<file path="src/rtl/dat_crc16_lanes_if.sv">
// Handshake/data bundle between the DAT serializer side and the per-lane CRC16 unit.
// crc_err_lanes exists only when DAT_CRC_LANE_ERR_EN is defined.
interface dat_crc16_lanes_if #(
  parameter int BLOCK_SZ_WIDTH = 12,
  parameter int LANES          = 4
);
  logic                      start;
  logic                      dir;
  logic [BLOCK_SZ_WIDTH-1:0] block_sz;
  logic                      data_valid;
  logic [LANES-1:0]          data_in;
  logic [LANES-1:0]          crc_out;
  logic                      crc_out_vld;
  logic                      busy;
  logic                      crc_done;
  logic                      crc_err;
`ifdef DAT_CRC_LANE_ERR_EN
  logic [LANES-1:0]          crc_err_lanes;

  modport master (output start, dir, block_sz, data_valid, data_in,
                  input  crc_out, crc_out_vld, busy, crc_done, crc_err, crc_err_lanes);
  modport slave  (input  start, dir, block_sz, data_valid, data_in,
                  output crc_out, crc_out_vld, busy, crc_done, crc_err, crc_err_lanes);
`else
  modport master (output start, dir, block_sz, data_valid, data_in,
                  input  crc_out, crc_out_vld, busy, crc_done, crc_err);
  modport slave  (input  start, dir, block_sz, data_valid, data_in,
                  output crc_out, crc_out_vld, busy, crc_done, crc_err);
`endif
endinterface

</file>
<file path="src/rtl/dat_crc16_lanes.sv">
// Per-lane CRC16-CCITT generate (write) / check (read) on the 4-bit DAT path.
// Optional macro DAT_CRC_LANE_ERR_EN adds per-lane sticky mismatch flags.
module dat_crc16_lanes #(
  parameter int          BLOCK_SZ_WIDTH = 12,
  parameter int          LANES          = 4,
  parameter logic [15:0] CRC_POLY       = 16'h1021
) (
  input  logic            i_sd_clk,
  input  logic            i_rst,
  dat_crc16_lanes_if.slave bus
);
  typedef enum logic [1:0] {S_IDLE, S_DATA, S_SEND, S_RECV} state_t;

  state_t                     r_state, w_state_nxt;
  logic                       r_dir;
  logic [BLOCK_SZ_WIDTH:0]    r_nib_cnt;
  logic [3:0]                 r_bit_cnt;
  logic                       r_tail;
  logic [LANES-1:0][15:0]     r_crc;
  logic [LANES-1:0][15:0]     w_crc_nxt;
  logic [LANES-1:0]           w_crc_bit;
  logic [LANES-1:0]           w_mis;
  logic [LANES-1:0]           r_crc_out;
  logic                       r_crc_out_vld;
  logic                       r_crc_done;
  logic                       w_last_nib;

  for (genvar g = 0; g < LANES; g++) begin : g_lane
    assign w_crc_nxt[g] = {r_crc[g][14:0], 1'b0} ^
                          ((r_crc[g][15] ^ bus.data_in[g]) ? CRC_POLY : 16'h0000);
    assign w_crc_bit[g] = r_crc[g][r_bit_cnt];
    assign w_mis[g]     = bus.data_in[g] ^ w_crc_bit[g];
  end

  assign w_last_nib = (r_nib_cnt == (BLOCK_SZ_WIDTH+1)'(1));

  // start is honoured in every state: it aborts any block in flight
  always_comb begin
    w_state_nxt = r_state;
    if (bus.start) begin
      if (bus.block_sz == '0) w_state_nxt = bus.dir ? S_SEND : S_RECV;
      else                    w_state_nxt = S_DATA;
    end else begin
      case (r_state)
        S_DATA: if (bus.data_valid && w_last_nib) w_state_nxt = r_dir ? S_SEND : S_RECV;
        S_SEND: if (r_tail) w_state_nxt = S_IDLE;
        S_RECV: if (bus.data_valid && r_bit_cnt == 4'd0) w_state_nxt = S_IDLE;
        default: w_state_nxt = r_state;
      endcase
    end
  end

`ifdef DAT_CRC_LANE_ERR_EN
  logic [LANES-1:0] r_err_lanes;
  assign bus.crc_err_lanes = r_err_lanes;
  assign bus.crc_err       = |r_err_lanes;
`else
  logic r_err;
  assign bus.crc_err = r_err;
`endif

  always_ff @(posedge i_sd_clk) begin
    if (i_rst) begin
      r_state       <= S_IDLE;
      r_dir         <= 1'b0;
      r_nib_cnt     <= '0;
      r_bit_cnt     <= '0;
      r_tail        <= 1'b0;
      r_crc         <= '0;
      r_crc_out     <= '0;
      r_crc_out_vld <= 1'b0;
      r_crc_done    <= 1'b0;
`ifdef DAT_CRC_LANE_ERR_EN
      r_err_lanes   <= '0;
`else
      r_err         <= 1'b0;
`endif
    end else begin
      r_state    <= w_state_nxt;
      r_crc_done <= 1'b0;
      if (bus.start) begin
        r_dir         <= bus.dir;
        r_nib_cnt     <= {bus.block_sz, 1'b0};
        r_bit_cnt     <= 4'hF;
        r_tail        <= 1'b0;
        r_crc         <= '0;
        r_crc_out     <= '0;
        r_crc_out_vld <= 1'b0;
`ifdef DAT_CRC_LANE_ERR_EN
        r_err_lanes   <= '0;
`else
        r_err         <= 1'b0;
`endif
      end else begin
        case (r_state)
          S_DATA: if (bus.data_valid) begin
            r_crc     <= w_crc_nxt;
            r_nib_cnt <= r_nib_cnt - 1'b1;
          end
          // r_tail marks the extra cycle after bit 0 that drops valid and pulses done
          S_SEND: if (r_tail) begin
            r_crc_out     <= '0;
            r_crc_out_vld <= 1'b0;
            r_crc_done    <= 1'b1;
            r_tail        <= 1'b0;
          end else begin
            r_crc_out     <= w_crc_bit;
            r_crc_out_vld <= 1'b1;
            if (r_bit_cnt == 4'd0) r_tail    <= 1'b1;
            else                   r_bit_cnt <= r_bit_cnt - 1'b1;
          end
          S_RECV: if (bus.data_valid) begin
`ifdef DAT_CRC_LANE_ERR_EN
            r_err_lanes <= r_err_lanes | w_mis;
`else
            r_err       <= r_err | (|w_mis);
`endif
            r_bit_cnt <= r_bit_cnt - 1'b1;
            if (r_bit_cnt == 4'd0) r_crc_done <= 1'b1;
          end
          default: ;
        endcase
      end
    end
  end

  assign bus.crc_out     = r_crc_out;
  assign bus.crc_out_vld = r_crc_out_vld;
  assign bus.busy        = (r_state != S_IDLE);
  assign bus.crc_done    = r_crc_done;
endmodule

</file>
<file path="src/flat_wrapper.sv">
// flat-port wrapper written by rule: the top's interface ports become plain ports
module dat_crc16_lanes_flat 
#(
  parameter int          BLOCK_SZ_WIDTH = 12,
  parameter int          LANES          = 4,
  parameter logic [15:0] CRC_POLY       = 16'h1021
)
  (i_sd_clk, i_rst, bus_start, bus_dir, bus_block_sz, bus_data_valid, bus_data_in, bus_crc_out, bus_crc_out_vld, bus_busy, bus_crc_done, bus_crc_err);
  dat_crc16_lanes_if #(.BLOCK_SZ_WIDTH(BLOCK_SZ_WIDTH), .LANES(LANES)) bus_i ();
  input  logic i_sd_clk;
  input  logic i_rst;
  input wire logic [$bits(bus_i.start)-1:0] bus_start;
  input wire logic [$bits(bus_i.dir)-1:0] bus_dir;
  input wire logic [$bits(bus_i.block_sz)-1:0] bus_block_sz;
  input wire logic [$bits(bus_i.data_valid)-1:0] bus_data_valid;
  input wire logic [$bits(bus_i.data_in)-1:0] bus_data_in;
  output wire logic [$bits(bus_i.crc_out)-1:0] bus_crc_out;
  output wire logic [$bits(bus_i.crc_out_vld)-1:0] bus_crc_out_vld;
  output wire logic [$bits(bus_i.busy)-1:0] bus_busy;
  output wire logic [$bits(bus_i.crc_done)-1:0] bus_crc_done;
  output wire logic [$bits(bus_i.crc_err)-1:0] bus_crc_err;
  assign bus_i.start = bus_start;
  assign bus_i.dir = bus_dir;
  assign bus_i.block_sz = bus_block_sz;
  assign bus_i.data_valid = bus_data_valid;
  assign bus_i.data_in = bus_data_in;
  assign bus_crc_out = bus_i.crc_out;
  assign bus_crc_out_vld = bus_i.crc_out_vld;
  assign bus_busy = bus_i.busy;
  assign bus_crc_done = bus_i.crc_done;
  assign bus_crc_err = bus_i.crc_err;
  dat_crc16_lanes #(.BLOCK_SZ_WIDTH(BLOCK_SZ_WIDTH), .LANES(LANES), .CRC_POLY(CRC_POLY)) u_core (.i_sd_clk(i_sd_clk), .i_rst(i_rst), .bus(bus_i));
endmodule
</file>
<file path="config.mk">
export PLATFORM = sky130hd
export DESIGN_NAME = dat_crc16_lanes_flat
export DESIGN_NICKNAME = d
export VERILOG_FILES = /design/src/rtl/dat_crc16_lanes_if.sv /design/src/rtl/dat_crc16_lanes.sv /design/src/flat_wrapper.sv
export SDC_FILE = /design/constraint.sdc
export NUM_CORES = 1
export LEC_CHECK = 0
export CAP_MARGIN = 20
export CELL_PAD_IN_SITES_DETAIL_PLACEMENT = 0
export CELL_PAD_IN_SITES_GLOBAL_PLACEMENT = 1
export CORE_AREA = 2 2 106 108
export CTS_CLUSTER_DIAMETER = 30
export CTS_CLUSTER_SIZE = 16
export DETAILED_ROUTE_END_ITERATION = 8
export DIE_AREA = 0 0 108 110
export HOLD_SLACK_MARGIN = 0.03
export PLACE_DENSITY_LB_ADDON = 0.1
export SYNTH_ARGS = -nofsm -noshare
export SYNTH_HDL_FRONTEND = slang
export SYNTH_SLANG_ARGS = --single-unit
</file>
<file path="constraint.sdc">
create_clock -name i_sd_clk -period 2.05 [get_ports i_sd_clk]
set_input_delay 0.41 -clock i_sd_clk [delete_from_list [all_inputs] [get_ports i_sd_clk]]
set_output_delay 0.41 -clock i_sd_clk [all_outputs]
set_load 0.005 [all_outputs]
</file>
==> metrics.log <==
[metrics] hold wc startpoint: u_core.r_crc[0]
[metrics] number of max-cap violations: 0
[metrics] number of routed nets with antenna violations: 0
[metrics] cell area after synthesis: 0.00423 mm²
[metrics] GR Util All Layers: 17.3%
[metrics] pin count of the biggest net entering global routing: 72
[metrics] setup slack after layout: -0.152 ns
[metrics] crit-path max FO: 5
[metrics] main combinational cell family by area after synthesis: simple AND/OR/NAND/NOR gates
[metrics] fraction of synthesized cell area in xor and xnor cells: roughly 6.2%
[metrics] mux share of post-synthesis cell area: around 12%
[metrics] fraction of registers with async set or reset after synthesis: 0%
[metrics] leakage power: 1.74 nW
[metrics] power share of the combinational group: 13.3%
[metrics] switching power total: 0.897 mW
[metrics] number of buffers added by the clock tree synthesis step: 9
[metrics] worst hold slack: 0.466 ns
[metrics] most common library cell in the layout ignoring fill and taps: nand2_1
[metrics] Hold WC Path Type: reg2reg
[metrics] Inserted Diodes: 0
[metrics] ys flop type: dfxtp_1
[metrics] post-synthesis compound-gate area fraction: a little under an eighth
[metrics] cell family with the largest share of critical-path delay: multiplexers
[metrics] count of mapped cells out of synthesis: 501
[metrics] net switching fraction of the power: 26.2%
[metrics] status: finished, violations left
[metrics] initial antenna violation count: 0
[metrics] starting density of the core: 39.5%
[metrics] GRT Residual Overflow: 0
[metrics] Max Root-Sink Buffers: 2
[metrics] Iteration-0 DRC Markers: 198
[metrics] commonest cells after routing, fill and taps aside: nand2_1, dfxtp_1, a21oi_1
[metrics] relative slew slack: 67.6%
[metrics] endpoint type of the worst setup path: flip-flop
[metrics] Slew Viols, Final: 0
[metrics] global-route wire length before repair: about 16 mm
[metrics] Post-synth EDFFs: 0
[metrics] logic depth of the worst register-to-register path: 7
[metrics] CTS H-tree lvls: 3
[metrics] share of cells above drive strength 1: 14.2%
[metrics] reg2reg setup slack: -0.15 ns
[metrics] final core utilization: 46.9%
[metrics] cells along the critical path: buf_6, mux4_2, mux4_2, xor2_1, nor2_2, o2111ai_1, a22o_1
[metrics] number of nets at the end of the flow: 565
[metrics] endpoint of the worst-slack reg-to-reg timing path: u_core.bus.crc_err
[metrics] TritonCTS clock tree: done
[metrics] count of fill cells added during filler insertion: 1037
[metrics] Critical path buffers and inverters: 1
[metrics] final standard cell count with taps included and fillers excluded: just under 700
[metrics] Worst path slowest cell: mux4_2
[metrics] number of placed instances with taps included: 667
[metrics] arithmetic-cell share of the synthesized area counting full adders, half adders and majority gates: 1.18%
[metrics] start of the worst register-to-register path: u_core.r_bit_cnt[1]
[metrics] part of the power in the clock network: 32.5%
[metrics] endpoint of the worst hold-timing path: u_core.r_crc[1]
[metrics] violations in the final reports: negative setup slack
[metrics] total power per unit cell area: 684 mW/mm²
[metrics] number of flip-flops and latches in the synthesized netlist: slightly above 90
[metrics] floorplan row count: 38
[metrics] total length of routed wires: 9.76 mm
[metrics] type of the worst setup path: reg2reg
[metrics] clock slew seen by the registers of the worst setup and hold paths: around 0.09 ns
[metrics] portion of total power attributed to sequential cells: 54.2%
[metrics] final weighted congestion in routability-driven placement: approximately 0.75
[metrics] average instance area after synthesis: 8.44 µm²
[metrics] internal power component: about 2.5 mW
[metrics] final period utilization: 107%
[metrics] WL per Instance: 14.3 µm
[metrics] number of hold-slack violations in the final timing report: 0
[metrics] dpl ws: -0.224 ns
[metrics] area inside the core boundary: roughly 0.011 mm²
[metrics] skew final: 0.0113 ns
[metrics] maximum achievable frequency: ~450 MHz
[metrics] required time of the critical path: 2.31 ns
[metrics] number of clock sinks: 92
[metrics] startpoint kind of the worst setup timing path: flip-flop
[metrics] final setup violating endpoints: 2
[metrics] Seq/Total Area, Yosys: 43.6%
[metrics] nets in the synthesized netlist: 526
[metrics] vias post-DR: about 3500
[metrics] Die Area: ~0.012 mm²
[metrics] cell at the root of the clock tree: clkbuf_8
[metrics] via count of the first global-routing pass: ~3200
[metrics] Residual DRC: 0
[metrics] hold depth: 2
[metrics] largest area contributor in the netlist: dfxtp_1
[metrics] I/O Pins: 29
[metrics] count of buffers from port buffering: 28
[metrics] P&R area growth vs syn: 18.7%
[metrics] unrepaired setup endpoints after global routing: true
[metrics] Yosys Warn Count: 0
[metrics] vias per cell: roughly 5.1
[metrics] height of the chip: 110 µm
[metrics] simple-gate area share of the yosys netlist: 21.5%
[metrics] later-pin clock latency in the skew report: between 0.3 and 0.4 ns
[metrics] Synth cell types: 37
[metrics] most area-consuming cells after synthesis: dfxtp_1, nand2_1, a21oi_1, mux4_2, mux4_1
[metrics] slew at the pin with the worst max-slew slack: 0.485 ns
[metrics] total negative slack: -0.167 ns
[metrics] maximum cell stage delay along the critical path: about 0.50 ns
[metrics] WP data arrival: 2.46 ns
[metrics] placed wire-length estimate after detailed placement: 6.51 mm
[metrics] worst vdd ir: 0.308 mV
[metrics] chip width: roughly 110 µm
[metrics] most repeated library cell on the critical path: mux4_2
[metrics] final critical-path required period: roughly 2.2 ns
[metrics] DR pass1 iterations: 4
[metrics] share of the synthesized area in the top cell type: 43.6%
metal layers:
layer	wire length [µm]	vias to the layer above	global-route usage (%)	share of wire (%)
li1	-	1776	-	-
met1	5110	1612	24.9	52
met2	4190	56	25.7	43
met3	308	11	2.94	3.2
met4	151	0	7.14	1.5
met5	0	-	0	0
Yosys cell counts, types with 2 or more instances:
library cell and instances:
nand3_1 7, nor4_1 8, a211oi_1 6, nand2b_1 4, a22oi_1 4, ha_1 4, nor2_1 39, dfxtp_1 92
nand2_1 138, clkbuf_1 23, buf_1 6, nand3b_1 3, mux4_1 6, nor3_1 7, mux4_2 10, o21ai_0 2
nor3b_1 2, or3_1 2, or2_2 2, xnor2_1 12, mux2i_1 12, xor2_1 18, inv_1 4, buf_2 4
a21oi_1 74
tightest hold or removal path: cells and delay by family, from the launching register on:
family	cells	cell delay [ns]
flops	1	0.33
simple gates	1	0.06
compound gates	1	0.05
flip-flops by register name, indices dropped and copies added (netlist names):
| signal | flops |
|---|---|
| u_core.bus.crc_out_vld | 1 |
| u_core.r_state | 2 |
| u_core.r_crc | 64 |
| u_core.bus.crc_out | 4 |
| u_core.bus.crc_done | 1 |
| u_core.r_tail | 1 |
| u_core.r_nib_cnt | 13 |
| u_core.r_dir | 1 |
| u_core.bus.crc_err | 1 |
| u_core.r_bit_cnt | 4 |
power by group through the flow:
stage	logic [mW]	clock network (mW)	registers (mW)
3_3_place_gp	0.445	0	1.90
2_1_floorplan	0.291	0	1.88
6_report	0.455	1.12	1.86
5_1_grt	0.504	1.24	1.87
3_5_place_dp	0.448	0	1.90
4_1_cts	0.457	1.16	1.86
metrics by stage:
stage / area, µm² / total power [mW]
after detailed placement: 4790 / 2.35
final: 5010 / 3.43
after CTS: 4990 / 3.48
after floorplan: 4210 / 2.17
after global placement: 4790 / 2.34
after global routing: 5010 / 3.61
logic make-up (layout without fill, tap and decap cells):
| kind of cell | after synthesis | after routing |
|---|---|---|
| mux | 29 | 29 |
| fa+ha+maj | 4 | 4 |
| simple gates | 217 | 217 |
| xor+xnor | 30 | 30 |
| buf+inv | 39 | 82 |
| compound gates | 90 | 90 |
| flops | 92 | 92 |
layout make-up:
cell class                      instances  area, µm²  share of cell area [%]
Multi-Input combinational cell        370       2240                    44.6
Clock buffer                           13        159                    3.17
Timing Repair Buffer                   62        572                    11.4
Sequential cell                        92       1840                    36.8
Clock inverter                          2       10.0                   0.200
Inverter                                5       18.8                   0.374
Tap cell                              140        175                    3.49
timing repair:
item	in CTS	in global routing
hold buffers	0	0
endpoints found under the setup margin	5	10
pin swaps	2	2
setup buffers	2	0
resized for setup	5	7
how the worst max path moves through the flow:
stage | cells after the start | from | slack (ns) | endpoint
final | 7 | u_core.r_bit_cnt[1] | -0.15 | u_core.bus.crc_err
after global routing | 7 | u_core.r_bit_cnt[1] | -0.25 | u_core.bus.crc_err
after CTS | 7 | u_core.r_bit_cnt[1] | -0.21 | u_core.bus.crc_err
after detailed placement | 7 | u_core.r_bit_cnt[1] | -0.22 | u_core.bus.crc_err
after global placement | 7 | u_core.r_bit_cnt[1] | -0.14 | u_core.bus.crc_err
after floorplan | 7 | u_core.r_bit_cnt[1] | -0.01 | u_core.bus.crc_err
Note: power is estimated with default switching activity, not from simulation.
